$ cat src/rtl/mul_div_ctrl_pkg.sv
// rtl/mul_div_ctrl_pkg.sv - shared types and constants for the multiply/divide unit
package mul_div_ctrl_pkg;

    typedef enum logic [2:0] {
        MULf    = 3'd0,
        MULHf   = 3'd1,
        MULHSUf = 3'd2,
        MULHUf  = 3'd3,
        DIVf    = 3'd4,
        DIVUf   = 3'd5,
        REMf    = 3'd6,
        REMUf   = 3'd7
    } MUL_DIV_t;

    typedef enum logic [2:0] {
        IDLE = 3'd0,
        MUL  = 3'd1,
        DIV  = 3'd2,
        FIX  = 3'd3,
        DONE = 3'd4
    } md_state_t;

    localparam int DIV_CYCLES = 32;

endpackage

$ cat src/rtl/mul_div_ctrl_div_step.sv
// rtl/mul_div_ctrl_div_step.sv - one combinational restoring-division step
module div_step #(
    parameter int XLEN = 32
) (
    input  logic [XLEN-1:0] rem_in,
    input  logic [XLEN-1:0] divisor,
    input  logic            dividend_bit,
    output logic [XLEN-1:0] rem_out,
    output logic            q_bit
);

    logic [XLEN:0] shifted;
    logic [XLEN:0] diff;

    assign shifted = {rem_in, dividend_bit};
    assign diff    = shifted - {1'b0, divisor};
    // rem_in < divisor, so the top bit of diff is exactly the borrow
    assign q_bit   = ~diff[XLEN];
    assign rem_out = q_bit ? diff[XLEN-1:0] : shifted[XLEN-1:0];

endmodule

$ cat src/rtl/mul_div_ctrl.sv
// rtl/mul_div_ctrl.sv - multi-cycle RV-style multiply/divide controller
module mul_div_ctrl
    import mul_div_ctrl_pkg::*;
#(
    parameter int XLEN = 32
) (
    input  logic            clk,
    input  logic            rst_n,
    input  logic            start,
    input  logic [2:0]      op,
    input  logic [XLEN-1:0] src_a,
    input  logic [XLEN-1:0] src_b,
    input  logic            flush,
    output logic            busy,
    output logic            done,
    output logic [XLEN-1:0] result
);

    localparam logic [XLEN-1:0] INT_MIN = {1'b1, {(XLEN-1){1'b0}}};

    md_state_t       state_q, state_d;
    logic [2:0]      op_q;
    logic [XLEN-1:0] a_q, b_q, quo_q, rem_q;
    logic [5:0]      cnt_q;
    logic            qneg_q, rneg_q;

    logic            accept, div_zero, div_ovf, a_neg, b_neg;
    logic [XLEN-1:0] a_mag, b_mag, special_res;

    assign accept      = start && !flush;
    assign div_zero    = (src_b == '0);
    assign div_ovf     = !op[0] && (src_a == INT_MIN) && (src_b == '1);
    assign a_neg       = !op[0] && src_a[XLEN-1];
    assign b_neg       = !op[0] && src_b[XLEN-1];
    assign a_mag       = a_neg ? -src_a : src_a;
    assign b_mag       = b_neg ? -src_b : src_b;
    assign special_res = div_zero ? (op[1] ? src_a : '1) : (op[1] ? '0 : INT_MIN);

    logic [2*XLEN-1:0] mul_a, mul_b, product;
    logic [XLEN-1:0]   mul_res, q_fix, r_fix, fix_res;

    assign mul_a   = (op_q == MULHf || op_q == MULHSUf) ? {{XLEN{a_q[XLEN-1]}}, a_q}
                                                        : {{XLEN{1'b0}}, a_q};
    assign mul_b   = (op_q == MULHf) ? {{XLEN{b_q[XLEN-1]}}, b_q} : {{XLEN{1'b0}}, b_q};
    assign product = mul_a * mul_b;
    assign mul_res = (op_q == MULf) ? product[XLEN-1:0] : product[2*XLEN-1:XLEN];

    assign q_fix   = qneg_q ? -quo_q : quo_q;
    assign r_fix   = rneg_q ? -rem_q : rem_q;
    assign fix_res = op_q[1] ? r_fix : q_fix;

    logic [XLEN-1:0] step_rem;
    logic            step_q;

    div_step #(.XLEN(XLEN)) u_div_step (
        .rem_in       (rem_q),
        .divisor      (b_q),
        .dividend_bit (quo_q[XLEN-1]),
        .rem_out      (step_rem),
        .q_bit        (step_q)
    );

    always_ff @(posedge clk or negedge rst_n) begin
        if (!rst_n) state_q <= IDLE;
        else        state_q <= state_d;
    end

    always_comb begin
        state_d = state_q;
        case (state_q)
            IDLE: if (accept) state_d = !op[2] ? MUL : ((div_zero || div_ovf) ? DONE : DIV);
            MUL:  state_d = DONE;
            DIV:  if (cnt_q == 6'd1) state_d = FIX;
            FIX:  state_d = DONE;
            DONE: state_d = IDLE;
            default: state_d = IDLE;
        endcase
        if (flush) state_d = IDLE;
    end

    always_comb begin
        busy = (state_q != IDLE);
        done = (state_q == DONE);
    end

    // quo_q starts as the dividend magnitude and shifts quotient bits in from the bottom
    always_ff @(posedge clk or negedge rst_n) begin
        if (!rst_n) begin
            op_q   <= '0;
            a_q    <= '0;
            b_q    <= '0;
            quo_q  <= '0;
            rem_q  <= '0;
            cnt_q  <= '0;
            qneg_q <= 1'b0;
            rneg_q <= 1'b0;
            result <= '0;
        end else begin
            case (state_q)
                IDLE: if (accept) begin
                    op_q   <= op;
                    a_q    <= src_a;
                    b_q    <= op[2] ? b_mag : src_b;
                    quo_q  <= a_mag;
                    rem_q  <= '0;
                    cnt_q  <= 6'(DIV_CYCLES);
                    qneg_q <= a_neg ^ b_neg;
                    rneg_q <= a_neg;
                    if (op[2] && (div_zero || div_ovf)) result <= special_res;
                end
                MUL: if (!flush) result <= mul_res;
                DIV: begin
                    rem_q <= step_rem;
                    quo_q <= {quo_q[XLEN-2:0], step_q};
                    cnt_q <= cnt_q - 6'd1;
                end
                FIX: if (!flush) result <= fix_res;
                default: ;
            endcase
        end
    end

endmodule

$ cat config.mk
export PLATFORM = sky130hd
export DESIGN_NAME = mul_div_ctrl
export DESIGN_NICKNAME = d
export VERILOG_FILES = /design/src/rtl/mul_div_ctrl_pkg.sv /design/src/rtl/mul_div_ctrl_div_step.sv /design/src/rtl/mul_div_ctrl.sv
export SDC_FILE = /design/constraint.sdc
export NUM_CORES = 2
export LEC_CHECK = 0
export ABC_CLOCK_PERIOD_IN_PS = 14750
export CORE_ASPECT_RATIO = 0.6
export CORE_UTILIZATION = 42
export DETAILED_ROUTE_END_ITERATION = 8
export GPL_TIMING_DRIVEN = 1
export PLACE_DENSITY = 0.62
export SETUP_SLACK_MARGIN = 0.1
export SLEW_MARGIN = 20
export SYNTH_ARGS = -nofsm -noshare
export SYNTH_HDL_FRONTEND = slang
export SYNTH_SLANG_ARGS = --single-unit
$ cat constraint.sdc
create_clock -name clk -period 14.75 [get_ports clk]
set_input_delay 4.425 -clock clk [delete_from_list [all_inputs] [get_ports clk]]
set_output_delay 4.425 -clock clk [all_outputs]
set_load 0.01 [all_outputs]
==> qor.yml <==
hold_buffers: 0
cp-startpoint: "op_q[0]"
cts-root-buf: "clkbuf_16"
timing.rr.end: "result[30]"
critPathMaxStageDelay_ns: 0.88
dp.final_hpwl_um: 173000
overflow: 0
worst_pin_slew_ns: 1.15
cts-htree-levels: 4
worstPathArrival_ns: 11.38
tritoncts: "yes"
final_nets: 8356
drt-wirelength-per-cell_um: 24.7
wl_um: 208000
regToRegSetupSlack_ns: 3.73
syn_avg_cell_area_sq_um: 9.01
reg2regPathDepth: 29
endpoint_kind: "flop"
drive_above_1_share_pct: 2.69
drcViolationCount: 0
synth_edf_count: 0
post-route-min-period_ns: 11.02
slowest_stage: "fa_1"
grt_usage_pct: 30.0
path_class: "reg2reg"
grt_pass1_wl_um: 315000
status: "complete, no violations"
cp-endpoint: "result[30]"
firstDrtPassIters: 6
skew_ns: 0.0168
vias: 45900
path_clk_slew_ns: 0.08
fp.coreArea_sq_um: 140000
synth_area_sq_um: 59800
rsz0062_at_grt: "false"
worstPathRequired_ns: 15.11
fmax_mhz: 90.7
grt_max_degree: 83
io_pins: 105
synthToLayoutAreaGrowth_pct: 5.95
cp_max_fo: 8
clock_sinks: 174
ant_nets: 0
clk_latency_ns: 0.48
relSlewSlack_pct: 23.5
async_flop_share_pct: 100
reg2reg_from: "op_q[0]"
drtIter0Drc: 5166
port-buffer-count: 104
synth_warnings: 0
synthDistinctLibCells: 82
die_y_um: 294
syn_inst: 6635
postCtsSetupBuffers: 0
hold_class: "reg2reg"
numCtsBuffers: 17
start_util_pct: 42.6
fp.dieW_um: 489
slew_violations: 0
viasPerCell: 5.45
cts_resized: 0
fin_crit_sh_pct: 74.7
antenna_found_initial: 23
synthesis.nets: 8473
drv_cap: 0
ys_seq_area_share_pct: 7.28
place.gp.congestion: 1.02
worst_path_most_repeated_cell: "fa_1"
worstSetupStartpointType: "flop"
yosys_register_bits: 174
rows: 106
setup_violations: 0
clock_path_buffers: 2
final_hold_viol_count: 0
grt_pass1_vias: 47600
synthFlopType: "dfrtp_1"
dieArea_sq_um: 144000
setup_tns_ns: 0
-- metal layers --
layer	up-vias	track usage [%]	share of wire, %
met4	18	4.68	1.6
li1	19600	-	-
met2	2600	37.1	36
met1	23500	47.2	47
met3	212	13.1	16
met5	-	0.640	0.11
-- per-stage QoR --
step | area [sq um] | worst slack [ns] | instances | hold slack, ns | util (%)
after detailed placement | 62700 | 3.98 | 8389 | 0.465 | 44.7
final | 63400 | 3.73 | 8429 | 0.482 | 45.2
after CTS | 63300 | 3.93 | 8421 | 0.482 | 45.1
after floorplan | 59800 | 5.10 | 6635 | 0.457 | -
after global placement | 62700 | 3.99 | 8388 | 0.460 | 44.7
after global routing | 63300 | 3.43 | 8421 | 0.512 | 45.1
-- final cells by class --
type,count,area [sq um]
multi-input cells,4563,48300
flip-flops and latches,174,4360
diodes,8,20.0
well taps,1890,2360
fillers,13600,77000
clock inverters,12,175
clock buffers,20,457
inverters,1557,5850
repair buffers,205,1800
-- state kept, by name, summed over array words and instances, names as in the netlist --
name and count:
a_q 32, qneg_q 1, cnt_q 6, b_q 32, quo_q 32, rem_q 32, result 32, state_q 3
rneg_q 1, op_q 3
-- worst max-delay path: cells and delay by family, from the launching register on --
family          cells  cell delay (ns)
xor+xnor            1             0.17
compound gates      7             2.11
fa+ha+maj          11             6.26
flops               1             0.44
buf+inv             6             0.64
simple gates        4             1.22
-- worst min-delay path by stage --
stage,slack (ns),cells past startpoint,end,from
2_1_floorplan,0.46,1,cnt_q[4],cnt_q[4]
3_3_place_gp,0.46,2,a_q[27],a_q[27]
3_5_place_dp,0.47,2,a_q[22],a_q[22]
4_1_cts,0.48,2,a_q[22],a_q[22]
5_1_grt,0.51,2,a_q[22],a_q[22]
6_report,0.48,2,a_q[23],a_q[23]
-- cells in the mapped netlist, drive strengths merged, types with 10 or more instances --
cell / count / area, sq um
a211oi: 22 / 165
a21o: 61 / 458
a21oi: 169 / 846
a22oi: 38 / 285
a31oi: 23 / 144
and2: 447 / 2800
and3: 20 / 125
buf: 12 / 71.3
clkbuf: 329 / 1230
dfrtp: 174 / 4350
fa: 1420 / 28400
ha: 347 / 4340
inv: 1556 / 5840
mux2i: 18 / 180
nand2: 943 / 3540
nand2b: 22 / 153
nand3: 54 / 270
nand4: 26 / 163
nor2: 136 / 510
nor2b: 23 / 144
nor3: 26 / 140
nor4: 20 / 131
o211ai: 18 / 140
o21a: 10 / 75.1
o21ai: 241 / 1210
o21bai: 12 / 90.1
o31ai: 38 / 285
o41ai: 13 / 129
or3: 24 / 160
or4: 21 / 165
xnor2: 169 / 1480
xor2: 92 / 806
-- cells by family after synthesis --
kind of cell               share of synthesized area [%]
AOI/OAI and AO/OA                                   7.53
xor gates and xnor gates                            3.82
adders and majority gates                           54.8
buffers and inverters                               12.0
DFF                                                 7.28
muxes                                              0.301
and+or+nand+nor                                     14.3
-- placed cells by master (no fill, tap or decap), drive strengths merged, types with 10 or more instances in the layout --
| cell type | count |
|---|---|
| nand2 | 943 |
| or4 | 21 |
| a21oi | 169 |
| o21ai | 241 |
| nor2 | 136 |
| or3 | 24 |
| a21o | 61 |
| o211ai | 18 |
| clkdlybuf4s50 | 103 |
| and3 | 20 |
| ha | 347 |
| mux2i | 18 |
| fa | 1420 |
| and2 | 447 |
| a22oi | 38 |
| xor2 | 92 |
| a31oi | 23 |
| nand3 | 54 |
| nor3 | 26 |
| inv | 1560 |
| nand4 | 26 |
| nand2b | 22 |
| o21bai | 12 |
| xnor2 | 169 |
| clkbuf | 21 |
| dfrtp | 174 |
| nor4 | 20 |
| o31ai | 38 |
| a211oi | 22 |
| buf | 101 |
| nor2b | 23 |
| o21a | 10 |
| o41ai | 13 |
Power is left out: the tool's default activity adds up to more than one toggle a clock period on the data nets, which glitch-free logic cannot reach.
